File: src/rtl/spi_pkg.sv
`default_nettype none
// +--------------------------------------------------------------------------+
// | Module   : spi_pkg                                                       |
// | Purpose  : Shared types and constants for the SPI serial-clock generator.|
// |            Holds the generator state enum, the four {cpol,cpha} mode     |
// |            encodings and the default burst length loaded at reset.       |
// | Revision : 1.0  initial release                                          |
// +--------------------------------------------------------------------------+
package spi_pkg;

  typedef enum logic [1:0] {
    ST_IDLE = 2'd0,
    ST_RUN  = 2'd1,
    ST_DONE = 2'd2
  } state_e;

  // SPI modes encoded as {cpol, cpha}
  localparam logic [1:0] MODE0 = 2'b00;
  localparam logic [1:0] MODE1 = 2'b01;
  localparam logic [1:0] MODE2 = 2'b10;
  localparam logic [1:0] MODE3 = 2'b11;

  localparam int unsigned SPI_RST_BITS = 8;

endpackage
`default_nettype wire

File: src/rtl/sclk_prescaler.sv
`default_nettype none
// +--------------------------------------------------------------------------+
// | Module   : sclk_prescaler                                                |
// | Purpose  : Half-period prescaler. Counts 0..i_div while enabled and      |
// |            issues a one-cycle terminal-count tick, then wraps to 0.      |
// | Ports    : i_clk, i_rst_n (sync, active-low)                             |
// |            i_clr  - force count to 0 (priority over enable)              |
// |            i_en   - advance the count                                    |
// |            i_div  - terminal count (half-period = i_div+1 cycles)        |
// |            o_tick - terminal count reached this cycle while enabled      |
// | Revision : 1.0  initial release                                          |
// +--------------------------------------------------------------------------+
module sclk_prescaler
  import spi_pkg::*;
#(
  parameter int unsigned DIV_W = 8
) (
  input  logic             i_clk,
  input  logic             i_rst_n,
  input  logic             i_clr,
  input  logic             i_en,
  input  logic [DIV_W-1:0] i_div,
  output logic             o_tick
);

  logic [DIV_W-1:0] cnt_q;
  logic [DIV_W-1:0] cnt_d;
  logic             w_tc;

  // Comparing against i_div (rather than counting to overflow) keeps the
  // all-ones divisor exact: 2^DIV_W cycles, wrap only after the tick.
  assign w_tc   = (cnt_q == i_div);
  assign o_tick = i_en & ~i_clr & w_tc;

  always_comb begin
    cnt_d = cnt_q;
    if (i_clr) begin
      cnt_d = '0;
    end else if (i_en) begin
      cnt_d = w_tc ? '0 : cnt_q + DIV_W'(1);
    end
  end

  always_ff @(posedge i_clk) begin
    if (!i_rst_n) begin
      cnt_q <= '0;
    end else begin
      cnt_q <= cnt_d;
    end
  end

endmodule
`default_nettype wire

File: src/rtl/spi_sclk_gen.sv
`default_nettype none
// +--------------------------------------------------------------------------+
// | Module   : spi_sclk_gen                                                  |
// | Purpose  : SPI serial-clock burst generator. Produces 2*bits SCLK edges  |
// |            at a programmable half-period in any CPOL/CPHA mode, with     |
// |            per-edge sample/shift strobes one i_clk ahead of each edge.   |
// | Ports    : i_clk, i_rst_n (sync, active-low)                             |
// |            i_cfg_valid/div/cpol/cpha/bits - config, latched in IDLE      |
// |            i_start   - start a burst (IDLE only)                         |
// |            o_busy    - RUN or DONE                                       |
// |            o_sclk    - registered SCLK                                   |
// |            o_sample / o_shift - SCLK edge of that kind at next i_clk     |
// |            o_bit_idx - current bit index, 0-based                        |
// |            o_done    - one-cycle pulse at burst end                      |
// | Options  : SPI_SCLK_CHAIN_EN - i_start in DONE chains the next burst     |
// | Revision : 1.0  initial release                                          |
// +--------------------------------------------------------------------------+
module spi_sclk_gen
  import spi_pkg::*;
#(
  parameter int unsigned DIV_W    = 8,
  parameter int unsigned CNT_W    = 5,
  parameter int unsigned RST_BITS = SPI_RST_BITS
) (
  input  logic             i_clk,
  input  logic             i_rst_n,
  input  logic             i_cfg_valid,
  input  logic [DIV_W-1:0] i_cfg_div,
  input  logic             i_cfg_cpol,
  input  logic             i_cfg_cpha,
  input  logic [CNT_W-1:0] i_cfg_bits,
  input  logic             i_start,
  output logic             o_busy,
  output logic             o_sclk,
  output logic             o_sample,
  output logic             o_shift,
  output logic [CNT_W-1:0] o_bit_idx,
  output logic             o_done
);

  state_e           state_q,   state_d;
  logic [DIV_W-1:0] div_q,     div_d;
  logic             cpol_q,    cpol_d;
  logic             cpha_q,    cpha_d;
  logic [CNT_W-1:0] bits_q,    bits_d;
  logic             sclk_q,    sclk_d;
  logic [CNT_W:0]   edge_q,    edge_d;     // edges already issued this burst
  logic [CNT_W-1:0] bit_idx_q, bit_idx_d;

  logic             w_tick;
  logic             w_clr;
  logic             w_run;
  logic             w_leading;
  logic             w_last_edge;
  logic [CNT_W:0]   w_edge_last;
  logic [1:0]       w_mode;
  logic             w_sample_on_lead;

  sclk_prescaler #(
    .DIV_W (DIV_W)
  ) u_prescaler (
    .i_clk   (i_clk),
    .i_rst_n (i_rst_n),
    .i_clr   (w_clr),
    .i_en    (w_run),
    .i_div   (div_q),
    .o_tick  (w_tick)
  );

  assign w_run       = (state_q == ST_RUN);
  // Even edge numbers (0, 2, ...) are leading edges.
  assign w_leading   = ~edge_q[0];
  assign w_edge_last = {bits_q, 1'b0} - (CNT_W+1)'(1);
  assign w_last_edge = (edge_q == w_edge_last);

  assign w_mode           = {cpol_q, cpha_q};
  assign w_sample_on_lead = (w_mode == MODE0) || (w_mode == MODE2);

  // Strobes fire in the terminal-count cycle, one i_clk ahead of the
  // registered SCLK edge they announce.
  assign o_sample = w_tick & (w_leading == w_sample_on_lead);
  assign o_shift  = w_tick & (w_leading != w_sample_on_lead);

  assign o_busy    = (state_q != ST_IDLE);
  assign o_done    = (state_q == ST_DONE);
  assign o_sclk    = sclk_q;
  assign o_bit_idx = bit_idx_q;

  always_comb begin
    state_d   = state_q;
    div_d     = div_q;
    cpol_d    = cpol_q;
    cpha_d    = cpha_q;
    bits_d    = bits_q;
    sclk_d    = sclk_q;
    edge_d    = edge_q;
    bit_idx_d = bit_idx_q;
    w_clr     = 1'b0;

    case (state_q)
      ST_IDLE: begin
        if (i_cfg_valid) begin
          div_d  = i_cfg_div;
          cpol_d = i_cfg_cpol;
          cpha_d = i_cfg_cpha;
          bits_d = (i_cfg_bits == '0) ? CNT_W'(1) : i_cfg_bits;
        end
        // Idle level tracks the config being written this cycle so a
        // simultaneous latch+start begins from the new polarity.
        sclk_d = i_cfg_valid ? i_cfg_cpol : cpol_q;
        if (i_start) begin
          w_clr     = 1'b1;
          edge_d    = '0;
          bit_idx_d = '0;
          state_d   = ST_RUN;
        end
      end

      ST_RUN: begin
        if (w_tick) begin
          sclk_d = ~sclk_q;
          edge_d = edge_q + (CNT_W+1)'(1);
          if (w_last_edge) begin
            state_d = ST_DONE;
          end else if (!w_leading) begin
            bit_idx_d = bit_idx_q + CNT_W'(1);
          end
        end
      end

      ST_DONE: begin
        state_d = ST_IDLE;
`ifdef SPI_SCLK_CHAIN_EN
        if (i_start) begin
          w_clr     = 1'b1;
          edge_d    = '0;
          bit_idx_d = '0;
          state_d   = ST_RUN;
        end
`endif
      end

      default: begin
        state_d = ST_IDLE;
      end
    endcase
  end

  always_ff @(posedge i_clk) begin
    if (!i_rst_n) begin
      state_q   <= ST_IDLE;
      div_q     <= '0;
      cpol_q    <= 1'b0;
      cpha_q    <= 1'b0;
      bits_q    <= CNT_W'(RST_BITS);
      sclk_q    <= 1'b0;
      edge_q    <= '0;
      bit_idx_q <= '0;
    end else begin
      state_q   <= state_d;
      div_q     <= div_d;
      cpol_q    <= cpol_d;
      cpha_q    <= cpha_d;
      bits_q    <= bits_d;
      sclk_q    <= sclk_d;
      edge_q    <= edge_d;
      bit_idx_q <= bit_idx_d;
    end
  end

endmodule
`default_nettype wire

File: config.mk
export PLATFORM = sky130hd
export DESIGN_NAME = spi_sclk_gen
export DESIGN_NICKNAME = d
export VERILOG_FILES = /design/src/rtl/spi_pkg.sv /design/src/rtl/sclk_prescaler.sv /design/src/rtl/spi_sclk_gen.sv
export SDC_FILE = /design/constraint.sdc
export NUM_CORES = 1
export LEC_CHECK = 0
export CORE_MARGIN = 2
export CORE_UTILIZATION = 48
export DETAILED_ROUTE_END_ITERATION = 10
export PLACE_DENSITY = 0.75
export SYNTH_ARGS = -nofsm -noshare
export SYNTH_HDL_FRONTEND = slang
export SYNTH_HIERARCHICAL = 1
export SYNTH_SLANG_ARGS = --single-unit
File: constraint.sdc
create_clock -name i_clk -period 2.7 [get_ports i_clk]
set_input_delay 0.81 -clock i_clk [delete_from_list [all_inputs] [get_ports i_clk]]
set_output_delay 0.81 -clock i_clk [all_outputs]
set_load 0.03 [all_outputs]
* After elaboration in Yosys (flattened, before gate mapping)
Index checks and enable logic that the tools add are counted.
Storage, ports and cells: flip-flop bits (word level) 37, input bits 19, output and inout bits 10, logic and storage cells 64
Operators by class: add/subtract/negate cells 4, eq/ne operators 12, multiplexer cells 19, bitwise operators 8, reduce and logical (&&, ||, !) cells 12
Operator list (number):
- $mux W5 | 5
- $mux W6 | 2
- $pmux W6 S2 | 1
- $ne A2 B2 Y1 const B | 5
- $pmux W5 S2 | 1
- $add A8 B1 Y8 const B | 1
- $eq A8 B8 Y1 | 1
- $mux W8 | 1
- $add A6 B1 Y6 const B | 1
- $eq A6 B6 Y1 | 1
- $mux W2 | 3
- $reduce_and A3 Y1 | 2
- $sub A6 B1 Y6 const B | 1
- $add A5 B1 Y5 const B | 1
- $logic_not A5 Y1 | 1
- $reduce_and A5 Y1 | 1
- $and A1 B1 Y1 | 4
- $eq A2 B2 Y1 const B | 2
- $logic_not A2 Y1 | 2
- $mux W1 | 4
- $not A1 Y1 | 4
- $pmux W2 S2 | 1
- $reduce_and A2 Y1 | 2
- $reduce_bool A2 Y1 | 2
- other kinds (6) | 6

* Logic depth before layout (Yosys ltp)
word-level depth 7, mapped depth 9, depth with buffers taken out 9

* Hierarchy
The synthesis kept the hierarchy.
Modules (own cells, without submodules):
- spi_sclk_gen | instances 1, cells each 176, area an instance 1472.7 um^2, sequential area each 580.6 um^2
- sclk_prescaler | instances 1, cells each 49, area an instance 440.4 um^2, sequential area each 160.2 um^2

* Least setup slack after synthesis
No wires, ideal clock.
path type input to output, start point in i_start, end point out o_shift, arrival 2.093 ns, required time 1.890 ns, slack -0.203 ns, stages 4, buffers on the path 0, cells stage by stage nand2_1 > inv_1 > nor4_1 > nor2b_1
On the way: longest elaborated chain between the ends 6
Ends and longest elaborated chain:
- from (decl) | line spi_sclk_gen.sv:32 | input logic i_start,
- $mux W1 | line spi_sclk_gen.sv:111 | if (i_start) begin
- $mux W1 | line spi_sclk_gen.sv:100 | case (state_q)
- named net w_clr | line spi_sclk_gen.sv:51 | logic w_clr;
- $not A1 Y1 | line sclk_prescaler.sv:33 | assign o_tick = i_en & ~i_clr & w_tc;
- $and A1 B1 Y1 (2 in series) | line sclk_prescaler.sv:33
- named net w_tick | line spi_sclk_gen.sv:50 | logic w_tick;
- $and A1 B1 Y1 | line spi_sclk_gen.sv:82 | assign o_shift = w_tick & (w_leading != w_sample_on_lead);
- to (decl) | line spi_sclk_gen.sv:36 | output logic o_shift,
The timed path passes the listed nets, and every way through them passes these cells.

* Worst setup path after layout
start point reg u_prescaler.cnt_q[7], end point out o_shift
On the way: longest elaborated chain between the ends 3
Ends and longest elaborated chain:
- from (decl) | line sclk_prescaler.sv:26 | logic [DIV_W-1:0] cnt_q;
- from (signal assigned) | line sclk_prescaler.sv:48 | cnt_q <= cnt_d;
- $eq A8 B8 Y1 | line sclk_prescaler.sv:32 | assign w_tc = (cnt_q == i_div);
- $and A1 B1 Y1 | line sclk_prescaler.sv:33
- named net w_tick | line spi_sclk_gen.sv:50
- $and A1 B1 Y1 | line spi_sclk_gen.sv:82
The timed path passes the listed nets, and every way through them passes these cells.

==> impl_metrics.tcl <==
set metrics [dict create \
    worstPathMaxFanout 3 \
    final_nets 284 \
    antenna_cells 0 \
    seq_area_frac_synth_pct 38.7 \
    pwr-share-seq_pct 50.8 \
    hpwl_um 3070 \
    antenna_found_initial 0 \
    cts_buffers 5 \
    crit_type "register to output port" \
    start_util_pct 51.1 \
    gp_congestion 0.797 \
    crit_path_end_kind "output port" \
    drc 0 \
    drv_cap 0 \
    slew_violations 0 \
    holdWs_ns 0.467 \
    io_pins 29 \
    hold_viol 0 \
    min_period_ns 2.62 \
    grtUsageTotal_pct 21.0 \
    internal_power_uw 828 \
    grt_pass1_wl_um 7050 \
    routed_via_density 5.26 \
    syn_inst 225 \
    path_buf_inv 1 \
    yosys_warnings 6 \
    syn_nets 248 \
    synth_ff_type "dfxtp_1" \
    synth_edf_count 0 \
    coreArea_um2 3740 \
    power.switching_fraction_pct 27.6 \
    cts_buffer_depth 2 \
    clk-insertion-delay-late_ns 0.30 \
    synth-seq-cells 37 \
    grt_start_max_net_pins 17 \
    finalInstanceArea_um2 2400 \
    placed_area_um2 2280 \
    p_leak_uw 0.000892 \
    cts_tree "yes" \
    worst_path_largest_cell_delay_ns 0.34 \
    htreeDepth 2 \
    first_pass_iters 4 \
    crit_family "simple AND/OR/NAND/NOR gates" \
    drive_above_1_share_pct 10.3 \
    grt_pass1_vias 1567 \
    die_x_um 67.1 \
    clk_pin_slew_worst_paths_ns 0.07 \
    worstPathCellList "xnor2_1 > nand4_1 > nor4_4 > nor2b_4 > buf_6" \
    setup_violations 0 \
    slew-limit-headroom_pct 63.2 \
    period_share_pct 96.9 \
    ys_types 39 \
    cp-start-kind "register" \
    hold_buffers 0 \
    vias 1630 \
    clock_skew_ns 0.00841 \
    io_buffers 28 \
    num_rows 22 \
    max_clock_freq_ghz 0.382 \
    clkPwrFrac_pct 33.3 \
    hold_class "register to register" \
    drt_iter0_drc 79 \
    ir_drop_mv 0.351 \
    die_area_um2 4510 \
    ant_nets 0 \
    critPathSlowestCell "dfxtp_1" \
    worstPathRequired_ns 1.89 \
    post_drt_wl_per_cell_um 12.9 \
    cts_sinks 37 \
    worst_pin_slew_ns 0.552 \
    combPwrFrac_pct 15.9 \
    cp.arrival_ns 1.81 \
    netSwitchingPower_uw 315 \
    synthArstFlopShare_pct 0 \
    status "finished, final reports clean" \
    power_density_nw_per_um2 476 \
    grt-ovfl-total 0 \
    die_h_um 67.1 \
    avgSynthCellArea_um2 8.50 \
    drt-total-wl_um 3990 \
    area_growth_pct 25.6 \
    cts_root_buf "clkbuf_8" \
    syn_area_um2 1910 \
]
[layout by cell type (no fill, tap or decap), types with 6 or more instances in the layout]
cell | synthesis | layout
nand2_1 | 46 | 46
dfxtp_1 | 37 | 37
clkdlybuf4s50_1 | 0 | 25
nor2_1 | 20 | 20
xnor2_1 | 18 | 18
a21boi_0 | 13 | 13
nand4_1 | 9 | 9
buf_4 | 0 | 9
xor2_1 | 8 | 8
mux2i_1 | 7 | 7
inv_1 | 7 | 6
[final timing paths]
path | from | to | slack (ns) | depth (start not counted)
setup / recovery | u_prescaler/cnt_q[7] | o_shift | 0.08 | 5
hold / removal | cpol_q | cpol_q | 0.47 | 2
setup reg to reg | u_prescaler/cnt_q[7] | o_bit_idx[2] | 0.26 | 10
hold reg to reg | cpol_q | cpol_q | 0.47 | 2
[cells by family after synthesis]
| family | count (synthesis) | synth area share [%] |
|---|---|---|
| adders and majority gates | 4 | 2.62 |
| muxes | 7 | 3.66 |
| AOI/OAI and AO/OA | 32 | 13.9 |
| xor gates and xnor gates | 26 | 11.9 |
| buffers and inverters | 15 | 3.07 |
| DFF | 37 | 38.7 |
| and+or+nand+nor | 104 | 26.1 |
[cell usage after synthesis, drive strengths merged (5+ instances only)]
cell | count | area, um^2
nand2 | 46 | 173
dfxtp | 37 | 741
nor2 | 20 | 75.1
xnor2 | 18 | 158
a21boi | 14 | 105
nand4 | 9 | 56.3
xor2 | 8 | 70.1
inv | 7 | 26.3
mux2i | 7 | 70.1
and2 | 5 | 31.3
clkbuf | 5 | 18.8
nand2b | 5 | 31.3
[worst reg2reg max path: cells and delay by family, from the launching register on]
| family | cells | cell delay, ns |
|---|---|---|
| buf+inv | 2 | 0.26 |
| simple gates | 3 | 0.68 |
| compound gates | 3 | 0.78 |
| xor+xnor | 1 | 0.22 |
| flops | 1 | 0.34 |
| mux | 1 | 0.13 |
[registers in the layout (all words and copies together) (netlist names)]
register           cells
cpol_q                 1
state_q                2
o_bit_idx              5
cpha_q                 1
div_q                  8
edge_q                 6
u_prescaler/cnt_q      8
bits_q                 5
o_sclk                 1
[power by group through the flow]
stage / sequential [uW] / combinational, uW / clock (uW)
floorplan: 591 / 109 / 0
global placement: 593 / 172 / 0
detailed placement: 594 / 175 / 0
CTS: 581 / 182 / 386
global route: 584 / 203 / 408
finish: 581 / 182 / 381
[area by class of cell]
class / count / area (um^2)
clock buffer: 5 / 68.8
clock inverter: 3 / 17.5
inverter: 7 / 26.3
tap: 48 / 60.1
timing repair buffer: 37 / 353
multi-input combinational: 173 / 1140
sequential: 37 / 741
fill: 347 / 1340
[what timing repair did]
| item | CTS | global route |
|---|---|---|
| buffers inserted | 1 | 1 |
| gates resized for setup | 5 | 1 |
| endpoints found under the setup margin | 2 | 2 |
| hold endpoints to repair | 0 | 0 |
| pin swaps | 1 | 1 |
[per-stage QoR]
step                instances  setup TNS, ns  total power [uW]  setup WS (ns)  util, %
CTS                       309              0              1150         0.0116     63.9
floorplan                 225              0               700         0.0670        -
finish                    310              0              1140         0.0837     64.2
global route              310        -0.0489              1190        -0.0291     64.2
global placement          300          -1.11               765         -0.199     60.8
detailed placement        300          -1.19               768         -0.210     60.8
[per-layer routing]
metal	part of all wire [%]	vias to the layer above	global-route usage [%]	wire length [um]
met2	43	29	32.9	1730
met4	2.1	0	9.18	83
met5	0	-	0	0
met3	3.5	8	4.50	139
met1	51	762	27.8	2030
li1	-	831	-	-
(Power assumes the default switching activity.)
